File: config.mk
export PLATFORM = sky130hd
export DESIGN_NAME = simple_fifo_sv
export DESIGN_NICKNAME = d
export VERILOG_FILES = /design/src/rtl/simple_fifo_sv.sv
export SDC_FILE = /design/constraint.sdc
export NUM_CORES = 1
export LEC_CHECK = 0
export ABC_AREA = 0
export BUFFER_PORTS_ARGS = -buffer_cell sky130_fd_sc_hd__buf_2
export CAP_MARGIN = 20
export CELL_PAD_IN_SITES_DETAIL_PLACEMENT = 0
export CELL_PAD_IN_SITES_GLOBAL_PLACEMENT = 2
export CORE_ASPECT_RATIO = 1.25
export CORE_MARGIN = 2
export CORE_UTILIZATION = 42
export CTS_CLUSTER_DIAMETER = 150
export DETAILED_ROUTE_END_ITERATION = 8
export PLACE_DENSITY_LB_ADDON = 0.12
export SLEW_MARGIN = 20
export SYNTH_ARGS = -nofsm -noshare
export SYNTH_HDL_FRONTEND = slang
export SYNTH_SLANG_ARGS = --single-unit
File: constraint.sdc
create_clock -name clk -period 3.3 [get_ports clk]
set_input_delay 0.495 -clock clk [delete_from_list [all_inputs] [get_ports clk]]
set_output_delay 0.495 -clock clk [all_outputs]
set_load 0.02 [all_outputs]
File: src/rtl/simple_fifo_sv.sv
// Synchronous FIFO with a registered read port, count-decoded status flags
// and sticky overflow/underflow error flags.
module simple_fifo_sv #(
   parameter int unsigned DW    = 8,
   parameter int unsigned DEPTH = 4
) (
   input  logic                       clk,
   input  logic                       reset,
   input  logic                       wr_en,
   input  logic [DW-1:0]              d_in,
   input  logic                       rd_en,
   output logic [DW-1:0]              d_out,
   output logic                       d_valid,
   output logic                       full,
   output logic                       empty,
   output logic [$clog2(DEPTH):0]     count,
   output logic                       overflow,
   output logic                       underflow
);

   localparam int unsigned AW = $clog2(DEPTH);

   logic [DW-1:0] mem [DEPTH];

   logic [AW-1:0] wr_ptr_q, wr_ptr_d;
   logic [AW-1:0] rd_ptr_q, rd_ptr_d;
   logic [AW:0]   count_q, count_d;
   logic [DW-1:0] d_out_q, d_out_d;
   logic          d_valid_q, d_valid_d;
   logic          overflow_q, overflow_d;
   logic          underflow_q, underflow_d;

   logic do_wr;
   logic do_rd;

   assign full  = (count_q == (AW+1)'(DEPTH));
   assign empty = (count_q == '0);

   // A read on a full FIFO frees a slot in the same cycle, so the write is taken.
   assign do_rd = rd_en & ~empty;
   assign do_wr = wr_en & (~full | rd_en);

   always_comb begin
      wr_ptr_d    = wr_ptr_q;
      rd_ptr_d    = rd_ptr_q;
      count_d     = count_q;
      d_out_d     = d_out_q;
      d_valid_d   = 1'b0;
      overflow_d  = overflow_q;
      underflow_d = underflow_q;

      if (do_wr) begin
         wr_ptr_d = wr_ptr_q + AW'(1);
      end
      if (do_rd) begin
         rd_ptr_d  = rd_ptr_q + AW'(1);
         d_out_d   = mem[rd_ptr_q];
         d_valid_d = 1'b1;
      end

      unique case ({do_wr, do_rd})
         2'b10:   count_d = count_q + (AW+1)'(1);
         2'b01:   count_d = count_q - (AW+1)'(1);
         default: count_d = count_q;
      endcase

      if (wr_en && full && !rd_en) begin
         overflow_d = 1'b1;
      end
      if (rd_en && empty) begin
         underflow_d = 1'b1;
      end
   end

   always_ff @(posedge clk) begin
      if (reset) begin
         wr_ptr_q    <= '0;
         rd_ptr_q    <= '0;
         count_q     <= '0;
         d_out_q     <= '0;
         d_valid_q   <= 1'b0;
         overflow_q  <= 1'b0;
         underflow_q <= 1'b0;
      end else begin
         wr_ptr_q    <= wr_ptr_d;
         rd_ptr_q    <= rd_ptr_d;
         count_q     <= count_d;
         d_out_q     <= d_out_d;
         d_valid_q   <= d_valid_d;
         overflow_q  <= overflow_d;
         underflow_q <= underflow_d;
      end
   end

   // Storage is deliberately not cleared by reset; the pointers make it unreachable.
   always_ff @(posedge clk) begin
      if (!reset && do_wr) begin
         mem[wr_ptr_q] <= d_in;
      end
   end

   assign d_out     = d_out_q;
   assign d_valid   = d_valid_q;
   assign count     = count_q;
   assign overflow  = overflow_q;
   assign underflow = underflow_q;

endmodule
==> results.md, run 1 <==
- Status: finished, final reports clean
- Area growth syn-to-layout: 13.6%
- Syn Nets: 153
- Final std cells w/o fill: 225
- Slew @ Worst Pin: 0.775 ns
- Drt pass-1 iters: 4
- Dpl ws: 0.849 ns
- IO Pins: 28
- Setup_tns: 0 ns
- Final setup margin: 1.00 ns
- Wl on met1: 1440 um
- Yosys top cell by area: edfxtp_1
- Register Area: 1320 sq um
- DRT Wirelength: 3170 um
- RSZ-0062 raised after global routing: no
- Synth top area cells: edfxtp_1, dfxtp_1, mux4_2
- Met3 WL: 140 um
- Most numerous cell in the Yosys netlist: edfxtp_1
- Mapped Area: 2000 sq um
- Clock sinks: 50
- CTS H-Tree Depth: 2
- Hold path endpoint: mem[2][5]$_DFFE_PP_
- GP Congestion: 0.729
- LEAKAGE: 0.000819 uW
- Startpoint Class: register
- Crit path required time: 3.53 ns
- Peak Freq: 435 MHz
- Later-pin clock latency in the skew report: 0.30 ns
- Slew HR: 48.1%
- Crit path kind: reg2reg
- Avg Cell Area, Syn: 14.8 sq um
- Antenna Nets Post-Route: 0
- Slew Limit Fails: 0
- First-pass GRT wire length: 5200 um
- Chip Height: 81.2 um
- Worst r2r src: count[2]$_SDFFE_PP0P_
- Cts bufs inserted: 5
- CTS Buffer Depth: 2
- DRC: 0
- Hold buffer count at CTS: 0
- Synthesized flop and latch total: 50
- Final core utilization: 48.8%
- Nets@finish: 182
- CTS tree: done
- Synth warn: 0
- Synth cell types: 28
- Vias in the first global route: 1079
- # Post-CTS Setup Buffers: 0
- Die area: 5340 sq um
- Primary FF master, synth: edfxtp_1
- Reg2Reg Setup Slack: 1.0 ns
- Total GRT Usage: 13.4%
- Final hold violations: 0
- CTS resizes: 0
- I/O Buffers: 27
- Setup violators final: 0
- WP data arrival: 2.53 ns
- Worst Skew: 0.00471 ns
- Hold Startpoint: d_in[5]
- Hold WS: 0.408 ns
- Initial antenna violation count: 0
- Iteration-0 DRC Markers: 55
- Area fraction of the dominant cell type after synthesis: 48.0%
- EDFF count, synth: 32
- Placed cells: 217
- Max Cap Viol: 0
- Initial Util: 43.0%
- Largest net degree at the start of global routing: 25
- Uppermost layer routed: met4
- Footprint of the multi-input gates: 623 sq um
- Post-DP HPWL: 2230 um
- Chip width: 65.8 um
- Worst R2R End: count[2]$_SDFFE_PP0P_
- Minimum clock period after layout: 2.30 ns
- Period utilization: 69.7%
- PwrDens: 698 nW/um^2
- Maximum VDD drop: 0.302 mV
- Layout cell share with drive strength beyond 1: 31.5%
- Setup crit end kind: register
- Core area: 4660 sq um
- Vias: 1095
- Met2 Wirelength: 1560 um
- DR WL/cell: 14.1 um
- Max Fanout on Critical Path: 7
- Cell count after synthesis: 135
- Worst r2r path cells: 9
- Worst-path clk slew: 0.09 ns
- Asr flop ratio synth: 0%
- Hold-critical path depth: 1
- GRT overflow: 0
- Fillers: 420
- Hold/Removal Path Class: in2reg
- Post-synthesis sequential area ratio: 66.0%
- Ant. Diodes: 0
- Via/cell ratio: 4.87
- Top post-synthesis cells by count: edfxtp_1, dfxtp_1, nand2_1, a21oi_1, nor2_1
- Row count: 28
- Cell chosen for the clock root: clkbuf_8
[worst max-delay path by stage]
stage | startpoint | to | cells after the start
finish | count[2]$_SDFFE_PP0P_ | count[2]$_SDFFE_PP0P_ | 9
global route | count[2]$_SDFFE_PP0P_ | count[2]$_SDFFE_PP0P_ | 9
CTS | count[2]$_SDFFE_PP0P_ | count[2]$_SDFFE_PP0P_ | 9
detailed placement | rd_en | count[2]$_SDFFE_PP0P_ | 10
global placement | rd_en | count[2]$_SDFFE_PP0P_ | 10
floorplan | count[2]$_SDFFE_PP0P_ | count[2]$_SDFFE_PP0P_ | 9
[kinds of logic (layout without fill, tap and decap cells)]
family                     after synthesis  after routing  share of synthesized area (%)
muxes                                   10             10                           10.2
AOI/OAI and AO/OA                       16             16                           4.81
and+or+nand+nor                         37             37                           10.6
adders and majority gates                6              6                           4.13
buffers and inverters                   13             43                           2.87
DFF                                     50             50                           66.0
xor gates and xnor gates                 3              3                           1.31
[sequential cells by signal, indices dropped and copies added, names as in the netlist]
| register | flops |
|---|---|
| mem | 32 |
| count | 3 |
| underflow | 1 |
| overflow | 1 |
| rd_ptr_q | 2 |
| wr_ptr_q | 2 |
| d_valid | 1 |
| d_out | 8 |
[metal layers]
metal / vias up / global-route usage (%)
met4: 0 / 4.38
li1: 542 / -
met2: 28 / 22.4
met5: - / 0
met1: 521 / 16.7
met3: 4 / 3.74
[through the flow]
| step | total power (uW) | cell area [sq um] |
|---|---|---|
| 2_1_floorplan | 1150 | 2000 |
| 3_3_place_gp | 1260 | 2180 |
| 3_5_place_dp | 1270 | 2180 |
| 4_1_cts | 1610 | 2270 |
| 5_1_grt | 1700 | 2270 |
| 6_report | 1590 | 2270 |
[critical path, stage by stage (launching register included)]
cell and delay [ns]:
dfxtp_1 0.47, nor4b_4 0.29, nor2b_2 0.11, inv_2 0.13, ha_1 0.20, inv_1 0.06
fa_1 0.37, xor2_1 0.16, or3_1 0.31, a21oi_1 0.14
[where the power goes]
part           internal (uW)  switching [uW]
logic                    183             237
registers                736            85.2
clock network            149             198
total                   1070             519
[cells in the final DEF (no fill, tap or decap), types with 4 or more instances in the layout]
master,count
mux4_2,8
nor3b_2,4
nand2_1,16
buf_2,27
ha_1,5
a21oi_1,13
inv_1,6
edfxtp_1,32
clkbuf_8,5
dfxtp_1,18
nor2_1,9
[layout make-up]
type                    instances  area share, %
clock inverters                 3          0.881
flip-flops and latches         50           58.1
multi-input cells              72           27.4
inverters                       8           1.32
clock buffers                   5           3.03
well taps                      60           3.30
repair buffers                 27           5.94
Power figures use the tool's default switching activity.
==> run 2: changes to the inputs <==
ABC_AREA = 1   (was 0)
CORE_UTILIZATION = 35   (was 42)
clock period = 2.4 ns   (was 3.3 ns; I/O delays follow)
==> run 2 against run 1 <==
Total power up 55%. Register-to-register slack lost 0.40 ns. Fmax is 28% higher. Critical path depth grew 3. Largest cell class unchanged. Count of clock-buffer cells in the layout did not move.
==> results.md, run 2 <==
- Max Cap Viol: 0 (unchanged)
- Post-Synth Simple-Gate Area: 22.4% (+12 points)
- CTS tree: done
- GP Congestion: 0.709 (-2.8%)
- Ant. Diodes: 0 (unchanged)
- Syn Nets: 272 (+78%)
- Crit-path max cell delay: 0.38 ns (-0.09 ns)
- Period utilization: 75.0% (+5.3 points)
- Avg Cell Area, Syn: 8.92 sq um (-40%)
- Post-synthesis sequential area ratio: 58.3% (-7.7 points)
- Largest family of logic cells by synthesized area: simple AND/OR/NAND/NOR gates
- EDFF count, synth: 32 (unchanged)
- LEAKAGE: 0.00126 uW (+54%)
- Startpoint Class: register
- Asr flop ratio synth: 0% (unchanged)
- Post-DP HPWL: 2980 um (+34%)
- Final std cells w/o fill: 376 (+67%)
- Initial antenna violation count: 0 (unchanged)
- Area fraction of the dominant cell type after synthesis: 42.4% (-5.6 points)
- Primary FF master, synth: edfxtp_1
- Setup violators final: 0 (unchanged)
- Largest net degree at the start of global routing: 20 (-20%)
- Later-pin clock latency in the skew report: 0.30 ns (about the same)
- Peak Freq: 556 MHz (+28%)
- Most common cell after layout, fill and taps aside: nand2_1
- Worst-path clk slew: 0.09 ns (about the same)
- Drt pass-1 iters: 4 (unchanged)
- Chip Height: 94.0 um (+16%)
- DRT Wirelength: 4340 um (+37%)
- I/O Buffers: 27 (unchanged)
- Area growth syn-to-layout: 15.2%
- Top cell by count, worst path: nand2_1
- First-pass GRT wire length: 7420 um (+43%)
- Max FFs per register: 32 (unchanged)
- IO Pins: 28 (unchanged)
- CTS Buffer Depth: 2 (unchanged)
- Synth cell types: 23 (-18%)
- Most frequent cells in the layout: nand2_1, inv_1, edfxtp_1
- Antenna Nets Post-Route: 0 (unchanged)
- Fillers: 641 (+53%)
- Row count: 32 (+14%)
- Iteration-0 DRC Markers: 58 (+5.5%)
- Synth top area cells: edfxtp_1, dfxtp_1, nand2_1
- Crit path required time: 2.60 ns (-0.93 ns)
- Minimum clock period after layout: 1.80 ns (-0.500 ns)
- RSZ-0062 raised after global routing: no
- Final instance area: 2610 sq um (+15%)
- Hold buffer count at CTS: 0 (unchanged)
- Nets@finish: 308 (+69%)
- Final setup margin: 0.600 ns (-0.400 ns)
- Final hold violations: 0 (unchanged)
- CP max stage cell: fa_1
- Dpl cell area: 2500 sq um (+14%)
- PwrDens: 943 nW/um^2 (+35%)
- Placed cells: 368 (+70%)
- DR WL/cell: 11.5 um (-18%)
- Initial Util: 36.5% (-6.5 points)
- Slew Limit Fails: 0 (unchanged)
- Clock sinks: 50 (unchanged)
- Vias in the first global route: 1558 (+44%)
- Layout cell share with drive strength beyond 1: 17.9% (-14 points)
- Compound-cell area share of the yosys netlist: 2.10% (-2.7 points)
- Most numerous cell in the Yosys netlist: nand2_1
- Mapped Area: 2270 sq um (+13%)
- Cell chosen for the clock root: clkbuf_8
- Synthesized flop and latch total: 50 (unchanged)
- Vias: 1522 (+39%)
- Cts bufs inserted: 5 (unchanged)
- Synth Area in Adders: 3.64% (-0.48 points)
- Die area: 7140 sq um (+34%)
- Worst path cell trace: nor2_2 > nand3_1 > nand2_1 > ha_1 > inv_1 > fa_1 > inv_1 > nand2_1 > nand3_1 > nand2_1 > nand2_1 > nor2_1
- Total GRT Usage: 13.7% (+0.28 points)
- CTS resizes: 0 (unchanged)
- Dpl ws: 0.485 ns (-0.364 ns)
- Slew @ Worst Pin: 0.326 ns (-0.448 ns)
- Register bank with the most flops: mem
- Max Fanout on Critical Path: 4 (-3)
- Via/cell ratio: 4.05 (-17%)
- WP data arrival: 2.00 ns (-0.53 ns)
- Top post-synthesis cells by count: nand2_1, inv_1, edfxtp_1, nor2_1, nand3_1
- Synth warn: 0 (unchanged)
- GRT overflow: 0 (unchanged)
- Crit path kind: reg2reg
- DRC: 0 (unchanged)
- Yosys top cell by area: edfxtp_1
- Mux contribution to synthesized area: 0% (-10 points)
- Setup_tns: 0 ns (unchanged)
- CTS H-Tree Depth: 2 (unchanged)
- Slew HR: 78.1% (+30 points)
- Hold/Removal Path Class: in2reg
- # Post-CTS Setup Buffers: 0 (unchanged)
- Chip width: 76.0 um (+16%)
- Status: finished, final reports clean
- Synth Area in XOR/XNOR: 0% (-1.3 points)
- Cell count after synthesis: 254 (+88%)
- Core area: 6210 sq um (+33%)
- Setup crit end kind: register
- Worst Skew: 0.00579 ns (+0.00107 ns)
- Maximum VDD drop: 0.361 mV (+19%)
-- run 2: changes by cell type after synthesis, sizes merged, moves of 2 or more --
cell / previous run / this run
buf: 3 / 6
a21oi: 13 / 5
nor2: 9 / 30
xor2: 2 / 0
or3: 2 / 0
inv: 8 / 58
nand3: 0 / 21
mux4: 8 / 0
nand2: 16 / 70
nand2b: 2 / 0
nor3b: 4 / 0
-- run 2: cell type report --
cell class	count	area (sq um)	share of cell area [%]
flip-flops and latches	50	1320	50.6
multi-input cells	138	638	24.4
inverters	59	229	8.77
clock buffers	5	68.8	2.64
clock inverters	3	45.0	1.72
repair buffers	36	203	7.76
well taps	85	106	4.07
-- run 2: power by group --
group | internal [uW] | switching [uW]
clock network | 310 | 285
registers | 1020 | 63.3
logic | 263 | 521
-- run 2: kinds of logic after synthesis --
| logic type | after synthesis |
|---|---|
| buffers and inverters | 66 |
| and+or+nand+nor | 123 |
| adders and majority gates | 6 |
| AOI/OAI and AO/OA | 9 |
| DFF | 50 |
-- run 2: per-stage QoR --
| step | utilization [%] | hold WS [ns] | total power (uW) |
|---|---|---|---|
| after floorplan | - | 0.429 | 1730 |
| after global placement | 40.2 | 0.435 | 1910 |
| after detailed placement | 40.2 | 0.440 | 1910 |
| after CTS | 42.1 | 0.248 | 2510 |
| after global routing | 42.1 | 0.264 | 2660 |
| final | 42.1 | 0.263 | 2460 |
-- run 2: final timing paths --
path / end / slack [ns] / depth (start not counted) / startpoint
max: count[2]$_SDFFE_PP0P_ / 0.60 / 12 / count[0]$_SDFFE_PP0P_
min: mem[0][0]$_DFFE_PP_ / 0.26 / 1 / d_in[0]
max reg2reg: count[2]$_SDFFE_PP0P_ / 0.60 / 12 / count[0]$_SDFFE_PP0P_
min reg2reg: overflow$_SDFFE_PP0P_ / 0.45 / 2 / overflow$_SDFFE_PP0P_
-- run 2: worst max-delay path: cells and delay by family, from the launching register on --
| family | cells | cell delay [ns] |
|---|---|---|
| AND/OR/NAND/NOR | 8 | 0.68 |
| adder cells (fa/ha/maj) | 2 | 0.55 |
| flip-flops | 1 | 0.35 |
| buffers and inverters | 2 | 0.12 |
-- run 2: per-layer routing --
| metal | up-vias | track usage, % | routed length (um) |
|---|---|---|---|
| li1 | 834 | - | - |
| met1 | 651 | 15.7 | 1980 |
| met2 | 31 | 25.4 | 2130 |
| met3 | 6 | 2.50 | 154 |
| met4 | 0 | 5.00 | 68 |
| met5 | - | 0 | 0 |
==> run 3: changes to the inputs <==
ABC_AREA = 0   (was 1)
clock period = 1.6 ns   (was 2.4 ns; I/O delays follow)
==> run 3 against run 2 <==
The run now ends with negative setup slack left. Clock power rose by 47%. Count of clock-buffer cells in the layout did not move. Total power rose by 53%.
==> results.md, run 3 (synthesis gave the netlist of run 1 again) <==
- Ant. Diodes: 0 (unchanged)
- Crit path required time: 1.83 ns (-0.77 ns)
- First-pass GRT wire length: 6070 um (-18%)
- Nets@finish: 203 (-34%)
- Clock sinks: 50 (unchanged)
- Max Cap Viol: 0 (unchanged)
- CTS tree: done
- Worst path cell trace: nor4b_4 > nor2b_2 > inv_2 > ha_4 > inv_2 > fa_2 > xor2_1 > or3_1 > a21oi_2
- Dpl cell area: 2350 sq um (-6.1%)
- DRT Wirelength: 3630 um (-16%)
- CP max stage cell: dfxtp_4
- Worst Skew: 0.0105 ns (+0.00471 ns)
- Failing checks: negative setup slack
- Most frequent cells in the layout: edfxtp_1, buf_2, nand2_1
- Maximum VDD drop: 0.679 mV (+88%)
- Initial antenna violation count: 0 (unchanged)
- Row count: 30 (-6.3%)
- CTS H-Tree Depth: 2 (unchanged)
- RSZ-0062 raised after global routing: yes
- Register bank with the most flops: mem
- Layout cell share with drive strength beyond 1: 44.6% (+27 points)
- Cell chosen for the clock root: clkbuf_8
- Area growth syn-to-layout: 27.8%
- Final instance area: 2560 sq um (-2.0%)
- Max FFs per register: 32 (unchanged)
- Total GRT Usage: 12.9% (-0.81 points)
- Iteration-0 DRC Markers: 39 (-33%)
- Final setup margin: -0.329 ns (-0.929 ns)
- GP Congestion: 0.743 (+4.8%)
- Drt pass-1 iters: 4 (unchanged)
- GRT overflow: 0 (unchanged)
- Vias: 1198 (-21%)
- Final hold violations: 0 (unchanged)
- Slew Limit Fails: 0 (unchanged)
- WP data arrival: 2.16 ns (+0.16 ns)
- Hold/Removal Path Class: in2reg
- Peak Freq: 518 MHz (-6.7%)
- Crit-path max cell delay: 0.36 ns (-0.02 ns)
- Max Fanout on Critical Path: 2 (-2)
- Most common cell after layout, fill and taps aside: edfxtp_1
- Cts bufs inserted: 5 (unchanged)
- Period utilization: 121% (+46 points)
- Top cell by count, worst path: inv_2
- IO Pins: 28 (unchanged)
- Antenna Nets Post-Route: 0 (unchanged)
- Via/cell ratio: 4.79 (+18%)
- I/O Buffers: 27 (unchanged)
- Chip width: 71.6 um (-5.7%)
- PwrDens: 1470 nW/um^2 (+56%)
- Startpoint Class: register
- LEAKAGE: 0.000962 uW (-24%)
- DR WL/cell: 14.5 um (+26%)
- Post-DP HPWL: 2560 um (-14%)
- DRC: 0 (unchanged)
- Worst-path clk slew: 0.09 ns (about the same)
- Final core utilization: 46.7% (+4.6 points)
- Crit path kind: reg2reg
- Largest net degree at the start of global routing: 22 (+10%)
- Slew @ Worst Pin: 0.442 ns (+0.116 ns)
- Hold buffer count at CTS: 0 (unchanged)
- Later-pin clock latency in the skew report: 0.30 ns (about the same)
- Slew HR: 70.5% (-7.6 points)
- Status: complete, but fails checks
- Vias in the first global route: 1182 (-24%)
- Die area: 6340 sq um (-11%)
- Core area: 5480 sq um (-12%)
- CTS Buffer Depth: 2 (unchanged)
- Setup crit end kind: register
- Setup violators final: 7 (+7)
- Initial Util: 36.5% (about the same)
- Chip Height: 88.6 um (-5.8%)
- Minimum clock period after layout: 1.93 ns (+0.129 ns)
run 3: layout make-up:
| class | count | area, sq um |
|---|---|---|
| sequential | 50 | 1330 |
| clock inverter | 3 | 43.8 |
| inverter | 8 | 30.0 |
| tap | 64 | 80.1 |
| fill | 492 | 2920 |
| multi-input combinational | 72 | 661 |
| timing repair buffer | 48 | 345 |
| clock buffer | 5 | 68.8 |
run 3: worst max-delay path: cells and delay by family, from the launching register on:
family / cells / cell delay (ns)
adder cells (fa/ha/maj): 2 / 0.45
AND/OR/NAND/NOR: 3 / 0.69
XOR/XNOR: 1 / 0.15
buffers and inverters: 2 / 0.11
AO/OA/AOI/OAI: 1 / 0.11
flip-flops: 1 / 0.36
run 3: worst paths after layout:
check / startpoint / end / slack (ns) / cells after the start
worst min-delay path: d_in[5] / mem[3][5]$_DFFE_PP_ / 0.15 / 1
worst max register to register: count[1]$_SDFFE_PP0P_ / count[2]$_SDFFE_PP0P_ / -0.33 / 9
worst min register to register: d_out[1]$_SDFFE_PP0N_ / d_out[1]$_SDFFE_PP0N_ / 0.46 / 2
worst max-delay path: count[1]$_SDFFE_PP0P_ / count[2]$_SDFFE_PP0P_ / -0.33 / 9
run 3: stage by stage:
step	std cells	setup TNS (ns)	total power [uW]	setup slack, ns	hold WS (ns)
after floorplan	135	-1.53	2410	-0.398	0.339
after global placement	237	-4.44	2810	-0.338	0.444
after detailed placement	237	-4.74	2850	-0.375	0.445
after CTS	249	-0.513	3790	-0.328	0.136
after global routing	250	-1.96	4010	-0.416	0.138
final	250	-0.526	3760	-0.329	0.149
run 3: where the power goes:
| group | switching (uW) | total, uW | internal (uW) | leakage, uW |
|---|---|---|---|---|
| clock network | 407 | 876 | 468 | 0.0000585 |
| registers | 89.3 | 1620 | 1530 | 0.000440 |
| logic | 667 | 1260 | 597 | 0.000464 |
run 3: what timing repair did:
action                     CTS  global route
setup endpoints to repair   18             3
pin swaps                    5             7
setup buffers                4             2
gates resized for setup      3             7
run 3: routing by layer:
| metal | GRT usage [%] | vias up | wire (um) |
|---|---|---|---|
| li1 | - | 582 | - |
| met1 | 16.3 | 584 | 1570 |
| met2 | 21.0 | 28 | 1840 |
| met3 | 3.64 | 4 | 184 |
| met4 | 4.80 | 0 | 42 |
| met5 | 0 | - | 0 |
